File: config.mk
export PLATFORM = sky130hd
export DESIGN_NAME = buffer_quadro_flat
export DESIGN_NICKNAME = d
export VERILOG_FILES = /design/src/rtl/buffer_quadro_if.sv /design/src/rtl/buffer_quadro.sv /design/src/flat_wrapper.sv
export SDC_FILE = /design/constraint.sdc
export NUM_CORES = 1
export LEC_CHECK = 0
export CORE_MARGIN = 2
export CORE_UTILIZATION = 55
export DETAILED_ROUTE_END_ITERATION = 12
export PLACE_DENSITY_LB_ADDON = 0.1
export SETUP_SLACK_MARGIN = 0.2
export SKIP_CTS_REPAIR_TIMING = 1
export SYNTH_ARGS = -nofsm -noshare
export SYNTH_HDL_FRONTEND = slang
export SYNTH_SLANG_ARGS = --single-unit
File: constraint.sdc
create_clock -name clock -period 3.7 [get_ports clock]
set_input_delay 0.74 -clock clock [delete_from_list [all_inputs] [get_ports clock]]
set_output_delay 0.74 -clock clock [all_outputs]
set_load 0.005 [all_outputs]
File: src/rtl/buffer_quadro_if.sv
// Write port of the frame store: row writes with valid/ready handshake and frame commit.
interface buffer_quadro_if;
  logic       escritaValida;
  logic       escritaPronta;
  logic [2:0] endereco;
  logic [4:0] dado;
  logic       ultima;

  modport master (
    output escritaValida, endereco, dado, ultima,
    input  escritaPronta
  );

  modport slave (
    input  escritaValida, endereco, dado, ultima,
    output escritaPronta
  );
endinterface

File: src/rtl/buffer_quadro.sv
// Double-buffered 7x5 frame store; back buffer swaps into the front on the frame tick after a commit.
// Optional blink (macro BUFFER_QUADRO_PISCA_EN) blanks the rows every TICKS_PISCA frame ticks.
module buffer_quadro #(
  parameter int TICKS_PISCA = 16
) (
  input  logic           clock,
  input  logic           resetN,
  buffer_quadro_if.slave escrita,
  input  logic           quadroTick,
  input  logic           pisca,
  output logic [4:0]     linha0,
  output logic [4:0]     linha1,
  output logic [4:0]     linha2,
  output logic [4:0]     linha3,
  output logic [4:0]     linha4,
  output logic [4:0]     linha5,
  output logic [4:0]     linha6,
  output logic           erroEndereco
);

  typedef enum logic {LIVRE = 1'b0, PENDENTE = 1'b1} estado_t;

  estado_t         estado_q, estado_d;
  logic [6:0][4:0] back_q, back_d;
  logic [6:0][4:0] front_q, front_d;
  logic            erro_q, erro_d;
  logic            aceita;
  logic            apaga;

  assign escrita.escritaPronta = (estado_q == LIVRE) && resetN;
  assign aceita = escrita.escritaValida && escrita.escritaPronta;

  always_comb begin
    estado_d = estado_q;
    back_d   = back_q;
    front_d  = front_q;
    erro_d   = erro_q;
    case (estado_q)
      LIVRE: begin
        if (aceita && escrita.ultima) estado_d = PENDENTE;
      end
      PENDENTE: begin
        // Whole frame moves at once so the scan never sees a mix of old and new rows.
        if (quadroTick) begin
          front_d  = back_q;
          estado_d = LIVRE;
        end
      end
      default: estado_d = LIVRE;
    endcase
    if (aceita) begin
      if (escrita.endereco == 3'd7) erro_d = 1'b1;
      else back_d[escrita.endereco] = escrita.dado;
    end
  end

  always_ff @(posedge clock) begin
    if (!resetN) begin
      estado_q <= LIVRE;
      back_q   <= '0;
      front_q  <= '0;
      erro_q   <= 1'b0;
    end else begin
      estado_q <= estado_d;
      back_q   <= back_d;
      front_q  <= front_d;
      erro_q   <= erro_d;
    end
  end

`ifdef BUFFER_QUADRO_PISCA_EN
  logic [7:0] cont_q, cont_d;
  logic       fase_q, fase_d;

  always_comb begin
    cont_d = cont_q;
    fase_d = fase_q;
    if (quadroTick) begin
      if (cont_q == 8'(TICKS_PISCA - 1)) begin
        cont_d = '0;
        fase_d = ~fase_q;
      end else begin
        cont_d = cont_q + 8'd1;
      end
    end
  end

  always_ff @(posedge clock) begin
    if (!resetN) begin
      cont_q <= '0;
      fase_q <= 1'b0;
    end else begin
      cont_q <= cont_d;
      fase_q <= fase_d;
    end
  end

  assign apaga = pisca && fase_q;
`else
  logic unused_cfg;
  assign unused_cfg = pisca ^ TICKS_PISCA[0];
  assign apaga = 1'b0;
`endif

  // Blanking only masks the outputs; the stored frame survives the dark phase.
  assign linha0 = apaga ? 5'd0 : front_q[0];
  assign linha1 = apaga ? 5'd0 : front_q[1];
  assign linha2 = apaga ? 5'd0 : front_q[2];
  assign linha3 = apaga ? 5'd0 : front_q[3];
  assign linha4 = apaga ? 5'd0 : front_q[4];
  assign linha5 = apaga ? 5'd0 : front_q[5];
  assign linha6 = apaga ? 5'd0 : front_q[6];

  assign erroEndereco = erro_q;

endmodule

File: src/flat_wrapper.sv
// flat-port wrapper written by rule: the top's interface ports become plain ports
module buffer_quadro_flat 
#(
  parameter int TICKS_PISCA = 16
)
  (clock, resetN, quadroTick, pisca, linha0, linha1, linha2, linha3, linha4, linha5, linha6, erroEndereco, escrita_escritaValida, escrita_endereco, escrita_dado, escrita_ultima, escrita_escritaPronta);
  buffer_quadro_if escrita_i ();
  input  logic clock;
  input  logic resetN;
  input  logic quadroTick;
  input  logic pisca;
  output logic [4:0] linha0;
  output logic [4:0] linha1;
  output logic [4:0] linha2;
  output logic [4:0] linha3;
  output logic [4:0] linha4;
  output logic [4:0] linha5;
  output logic [4:0] linha6;
  output logic erroEndereco;
  input wire logic [$bits(escrita_i.escritaValida)-1:0] escrita_escritaValida;
  input wire logic [$bits(escrita_i.endereco)-1:0] escrita_endereco;
  input wire logic [$bits(escrita_i.dado)-1:0] escrita_dado;
  input wire logic [$bits(escrita_i.ultima)-1:0] escrita_ultima;
  output wire logic [$bits(escrita_i.escritaPronta)-1:0] escrita_escritaPronta;
  assign escrita_i.escritaValida = escrita_escritaValida;
  assign escrita_i.endereco = escrita_endereco;
  assign escrita_i.dado = escrita_dado;
  assign escrita_i.ultima = escrita_ultima;
  assign escrita_escritaPronta = escrita_i.escritaPronta;
  buffer_quadro #(.TICKS_PISCA(TICKS_PISCA)) u_core (.clock(clock), .resetN(resetN), .escrita(escrita_i), .quadroTick(quadroTick), .pisca(pisca), .linha0(linha0), .linha1(linha1), .linha2(linha2), .linha3(linha3), .linha4(linha4), .linha5(linha5), .linha6(linha6), .erroEndereco(erroEndereco));
endmodule
* Word level (Yosys, flattened, before mapping)
Index checks and enable logic that the tools add are counted.
Cells by class: mux-type cells 6, equal/unequal tests 1, order comparisons 2, reduce and logical (&&, ||, !) cells 7, bitwise logic cells 2
Operators by type and width (count):
- $bwmux 35 | 1
- $demux 5 s3 | 1
- $reduce_and 2->1 | 3
- $mux 5 | 1
- $logic_and 1x1->1 | 4
- $lt 3x4->1 const B | 1
- $eq 3x3->1 const B | 1
- $ge 3x1->1 const B | 1
- $mux 1 | 2
- $not 1->1 | 2
- $pmux 1 s2 | 1
Word-level totals: flip-flop bits (word level) 72, word-level logic and storage cells 34

* Logic depth before layout (Yosys ltp)
Gate-level depths: netlist of the first run.
depth after elaboration 6, mapped depth 6

* Worst setup path after synthesis of the first run
OpenSTA, ideal clock, no wires.
kind input port to flip-flop, start point in resetN, end point reg u_core.back_q[20] in the netlist's numbering, setup time 0.072 ns, stages on the path 5, buffers on the path 2, data required time 3.628 ns, slack 1.807 ns, data arrival time 1.821 ns, cells stage by stage buf_4 or3b_1 buf_2 nor3_4 mux2i_1
On the way: cells in the longest elaborated chain, start to end 3
Ends and longest elaborated chain:
- from (decl) | RTL line flat_wrapper.sv:9 | input logic resetN;
- $logic_and 1x1->1 | RTL line buffer_quadro.sv:30 | assign escrita.escritaPronta = (estado_q == LIVRE) && resetN;
- $logic_and 1x1->1 | RTL line buffer_quadro.sv:31 | assign aceita = escrita.escritaValida && escrita.escritaPronta;
- $reduce_and 2->1 (no line)
- to (signal assigned) | RTL line buffer_quadro.sv:65 | back_q <= back_d;
- to (decl) | RTL line buffer_quadro.sv:24 | logic [6:0][4:0] back_q, back_d;
Several ways; a longest one is shown, not always the timed one. A chain may end at the register's enable or synchronous reset.

* Worst setup path in the final report of the first run
start point in resetN, end point out escrita_escritaPronta
On the way: cells in the longest elaborated chain, start to end 1
Ends and longest elaborated chain:
- $logic_and 1x1->1 | RTL line buffer_quadro.sv:30
- to (decl) | RTL line flat_wrapper.sv:24 | output wire logic [$bits(escrita_i.escritaPronta)-1:0] escrita_escritaPronta;
Every way passes these cells.

==> results of run 1 <==
-- stage by stage --
stage / std cells / worst slack [ps] / instance area, µm²
5_1_grt: 408 / 1270 / 3470
6_report: 408 / 1320 / 3470
3_3_place_gp: 392 / 1120 / 3200
4_1_cts: 408 / 1300 / 3470
2_1_floorplan: 291 / 1810 / 2690
3_5_place_dp: 392 / 1070 / 3200
-- sequential cells by signal, summed over array words and instances, names as in the netlist --
register,cells
u_core.linha6,5
u_core.linha1,5
u_core.estado_q,1
u_core.erroEndereco,1
u_core.linha5,5
u_core.linha2,5
u_core.back_q,35
u_core.linha3,5
u_core.linha4,5
u_core.linha0,5
-- tightest hold or removal path, delay by kind of cell, from the launching register on --
| kind | cells | cell delay (ps) |
|---|---|---|
| flip-flops | 1 | 310 |
| AND/OR/NAND/NOR | 1 | 50 |
| multiplexers | 1 | 50 |
-- cell families (layout without fill, tap and decap cells) --
kind of cell | after synthesis | after routing | synth area share [%]
DFF | 72 | 72 | 53.6
AOI/OAI and AO/OA | 36 | 36 | 10.0
muxes | 36 | 36 | 13.4
and+or+nand+nor | 129 | 129 | 20.1
buffers and inverters | 18 | 68 | 2.88
-- cell type report --
type,instances,area (µm²),area share [%]
Clock inverter,6,130,3.75
Sequential cell,72,1440,41.5
Timing Repair Buffer,52,508,14.6
Multi-Input combinational cell,201,1170,33.7
Tap cell,67,83.8,2.41
Clock buffer,10,138,3.96
-- routing by layer --
layer / part of all wire, % / track usage [%] / wire length (µm)
met2: 46 / 34.3 / 2440
met5: 0 / 0 / 0
met3: 5.2 / 5.28 / 280
met4: 1.9 / 9.70 / 103
met1: 47 / 27.7 / 2530
-- report_power, final --
group	internal, µW	switching [µW]
clock network	532	276
registers	781	3.86
logic	29.3	41.2
total	1340	321
-- placed cells by master (no fill, tap or decap) --
| master | netlist | layout |
|---|---|---|
| and2_1 | 2 | 2 |
| clkbuf_8 | 0 | 10 |
| nand3b_1 | 2 | 2 |
| nor3_2 | 1 | 1 |
| buf_4 | 1 | 3 |
| nor2_1 | 1 | 1 |
| bufinv_16 | 0 | 4 |
| or3b_1 | 1 | 1 |
| nand2b_1 | 1 | 1 |
| nor3_4 | 1 | 1 |
| a21boi_0 | 35 | 35 |
| nor2b_1 | 1 | 1 |
| mux2i_1 | 36 | 36 |
| clkdlybuf4s50_1 | 0 | 48 |
| buf_2 | 5 | 1 |
| nand3_1 | 2 | 2 |
| nor2_2 | 2 | 2 |
| clkinv_2 | 0 | 2 |
| dfxtp_1 | 72 | 72 |
| nor3b_1 | 2 | 2 |
| nand2_1 | 113 | 113 |
| o21a_1 | 1 | 1 |
-- final timing paths --
check	from	end	slack, ps	cells past startpoint
max reg2reg	u_core.estado_q	u_core.back_q[20]	2100	3
min	u_core.back_q[25]	u_core.back_q[25]	460	2
min reg2reg	u_core.back_q[25]	u_core.back_q[25]	460	2
max	resetN	escrita_escritaPronta	1320	3
==> metrics, run 1 <==
outcome=finished clean; element type at the critical path end=output pin; Tcrit/Tclk final=about 64%; CP max stage delay=560 ps; Slew HR=~55%; clock root buffer=clkbuf_8; dominant cell type by area after synthesis=dfxtp_1; total of max-cap violations=0; TritonRoute pass-1 iters=4; Critical Path, Cell by Cell=buf_2, nor2b_1, clkdlybuf4s50_1; Worst Path Max Fanout=2; initial antenna violation count=0; EDFF count, synth=0; Fmax achieved=around 0.42 GHz; Pleak=around 0.0012 µW; number of buffers added on ports=49; ys flop type=dfxtp_1; Setup TNS Final=0 ps; Hold Crit Class=reg2reg; Slew @ Worst Pin=around 670 ps; via/cell ratio=roughly 5; clk_skew=between 5 and 6 ps; GR Util All Layers=a little over a fifth; Top delay family on crit path=buffers and inverters; GP Congestion=around 0.72; initial core utilization=a little under three fifths; Layout Nets=between 300 and 400; DIE HEIGHT=73.9 µm; synth unique cells=20; total CTS buffers=9; WP data required=about 3000 ps; vias in the first global route=between 1500 and 2000; Worst-Skew Late Latency=approximately 330 ps; Ports=between 50 and 60; drt drc=0; worst hold slack=460 ps; WL/cell=between 10 and 15 µm; final core occ=between 70% and 80%; Pwr Density=479 nW/µm²; largest net degree at the start of global routing=80; pins over their slew limit=0; clk slew on worst S/H paths=roughly 70 ps; Synth Instances=roughly 290; most frequent cell after synthesis=nand2_1; Post-Route WL=~5400 µm; CTS tree=done; RSZ-0062 raised after global routing=false; first-pass GRT wire length=around 9000 µm; critical path class=in2out; Die Area=5470 µm²; Ys Warns=0; Syn Std Cell Area=approximately 2700 µm²; number of synthesized register bits=72; iteration-0 DRC count of the detailed router=140; crit path DAT=~1600 ps; CP Buf/Inv Count=2; antenna cells=0; min cycle time layout=about 2400 ps; Clock Tree Buf Depth=2; Detailed Place HPWL=between 3000 and 4000 µm; synth top area cells=dfxtp_1 54%, nand2_1 16%, mux2i_1 13%; Yosys top cell area share=53.6%; Max H-tree Level=3; critical path launch point type=input port; # setup viols final=0; most frequent cells after synthesis=113 x nand2_1, 72 x dfxtp_1, 36 x mux2i_1; Core ar.=4720 µm²; Synth Area per Inst=9.24 µm²; Post-Syn Nets=305; Worst path slowest cell=clkdlybuf4s50_1; worst vdd ir=0.346 mV; vias=between 2000 and 2500; Tot Pwr=about 1700 µW; Die Wd=73.9 µm; Final ANT Viol Nets=0; fraction of registers with async set/reset=0%; Hold Fails Final Rpt=0; fillers=~370; Seq/Total Area, Yosys=~54%; synthesis-to-finish area growth=29.1%; clock sinks=around 70; global route overflow=0; row count=25; share of cells above drive strength 1=7.04%
(Power assumes the default switching activity.)
==> inputs of run 2 (changes only) <==
--- a/config.mk
+++ b/config.mk
@@ -6,7 +6,7 @@
 export NUM_CORES = 1
 export LEC_CHECK = 0
 export CORE_MARGIN = 2
-export CORE_UTILIZATION = 55
+export CORE_UTILIZATION = 51
 export DETAILED_ROUTE_END_ITERATION = 12
 export PLACE_DENSITY_LB_ADDON = 0.1
 export SETUP_SLACK_MARGIN = 0.2
==> constraint.sdc (replaced) <==
create_clock -name clock -period 2.43 [get_ports clock]
set_input_delay 0.486 -clock clock [delete_from_list [all_inputs] [get_ports clock]]
set_output_delay 0.486 -clock clock [all_outputs]
set_load 0.005 [all_outputs]
==> metrics, run 2 (synthesis results as in run 1) <==
WL met2=~2400 µm; clock power share=about two fifths; Die Area=5870 µm²; Routed met1 length=about 2500 µm; WP data required=1940 ps; Gate power share=between 5 and 6%; Max H-tree Level=3; Final ANT Viol Nets=0; Hold Fails Final Rpt=0; final core occ=66.3%; Placed Area=3220 µm²; commonest non-fill, non-tap cell in the layout=nand2_1; WL/cell=12.7 µm; Setup TNS Final=0 ps; GP Congestion=0.730; Core ar.=between 5000 and 6000 µm²; CTS tree=done; antenna cells=0; Critical path origin=u_core.estado_q; clk slew on worst S/H paths=approximately 70 ps; Sw Ratio=23.0%; row count=26; min cycle time layout=between 1500 and 2000 ps; initial antenna violation count=0; clk_skew=between 5 and 6 ps; # setup viols final=0; Fmax achieved=about 0.51 GHz; critical path launch point type=flop; synthesis-to-finish area growth=26.0%; initial core utilization=around 53%; Post-Route WL=roughly 5200 µm; Tcrit/Tclk final=between 80% and 90%; Switching Power=approximately 500 µW; Clock Tree Buf Depth=2; clock sinks=72; critical path class=reg2out; CP max stage delay=between 500 and 600 ps; power share of the sequential group=a little under three fifths; fillers=approximately 450; Pwr Density=approximately 620 nW/µm²; most frequent cells in the layout=113 x nand2_1, 72 x dfxtp_1, 48 x clkdlybuf4s50_1; Pleak=approximately 0.0012 µW; Critical Path, Cell by Cell=nor2b_1, clkdlybuf4s50_1; via/cell ratio=just under 5; largest net degree at the start of global routing=48; Slew @ Worst Pin=about 560 ps; Layout Nets=352; RSZ-0062 raised after global routing=false; Ports=slightly above 50; metal3 WL=274 µm; Worst-Skew Late Latency=around 340 ps; element type at the critical path end=output pin; Slew HR=between 60% and 70%; Detailed Place HPWL=between 3000 and 4000 µm; Largest Register=u_core.back_q; iteration-0 DRC count of the detailed router=114; Hold Crit Class=reg2reg; Worst path slowest cell=clkdlybuf4s50_1; FF-to-FF Start=u_core.estado_q; final instance area=around 3400 µm²; max reg flops=35; DIE HEIGHT=around 77 µm; crit path DAT=roughly 1500 ps; vias=between 2000 and 2500; clock root buffer=clkbuf_8; total CTS buffers=9; CP Buf/Inv Count=1; drt drc=0; Pint=around 1600 µW; pins over their slew limit=0; Worst Path Max Fanout=7; number of buffers added on ports=49; worst hold start=u_core.back_q[23]; outcome=finished clean; vias in the first global route=~1800; TritonRoute pass-1 iters=4; global route overflow=0; first-pass GRT wire length=8670 µm; Highest Signal Layer=met4; Die Wd=76.6 µm; share of cells above drive strength 1=under 10%; total of max-cap violations=0; GR Util All Layers=about a fifth; worst vdd ir=0.400 mV; Top delay family on crit path=buffers and inverters
-- run 2: cell types whose count changed in the layout (fill, tap and decap cells not counted), sizes merged --
cell / delta
bufinv: -4
buf: +2
clkinv: +2
clkbuf: +2
-- run 2: cell type report --
| class | count | area, µm² | area share (%) |
|---|---|---|---|
| multi-input combinational | 201 | 1170 | 34.6 |
| sequential | 72 | 1440 | 42.5 |
| tap | 70 | 87.6 | 2.58 |
| clock inverter | 4 | 20.0 | 0.591 |
| clock buffer | 12 | 145 | 4.28 |
| timing repair buffer | 54 | 523 | 15.4 |
-- run 2: power groups by stage --
| stage | logic, µW | clock network [µW] | registers, µW |
|---|---|---|---|
| 2_1_floorplan | 64.7 | 0 | 1220 |
| 3_3_place_gp | 108 | 0 | 1220 |
| 3_5_place_dp | 109 | 0 | 1220 |
| 4_1_cts | 109 | 826 | 1190 |
| 5_1_grt | 118 | 879 | 1190 |
| 6_report | 107 | 810 | 1190 |
-- run 2: worst paths after layout --
check,endpoint,slack (ps),cells after the start
min reg2reg,u_core.back_q[23],460,2
min,u_core.back_q[23],460,2
max,escrita_escritaPronta,460,2
max reg2reg,u_core.back_q[21],880,3
-- run 2: worst min-delay path: stages, from the launching register on --
cell and delay [ps]:
dfxtp_1 320, nand2_1 50, mux2i_1 50
-- run 2: per-stage QoR --
| step | worst slack [ps] | total power [µW] | instances | hold WS [ps] |
|---|---|---|---|---|
| CTS | 444 | 2130 | 413 | 460 |
| global placement | 346 | 1330 | 397 | 443 |
| global route | 362 | 2190 | 413 | 474 |
| floorplan | 791 | 1280 | 291 | 435 |
| finish | 459 | 2110 | 413 | 461 |
| detailed placement | 335 | 1330 | 397 | 446 |
-- run 2: routing by layer --
layer	vias to the layer above	track usage, %
met5	-	0
met4	0	10.9
met3	11	4.38
met2	45	29.1
met1	916	24.7
li1	1041	-
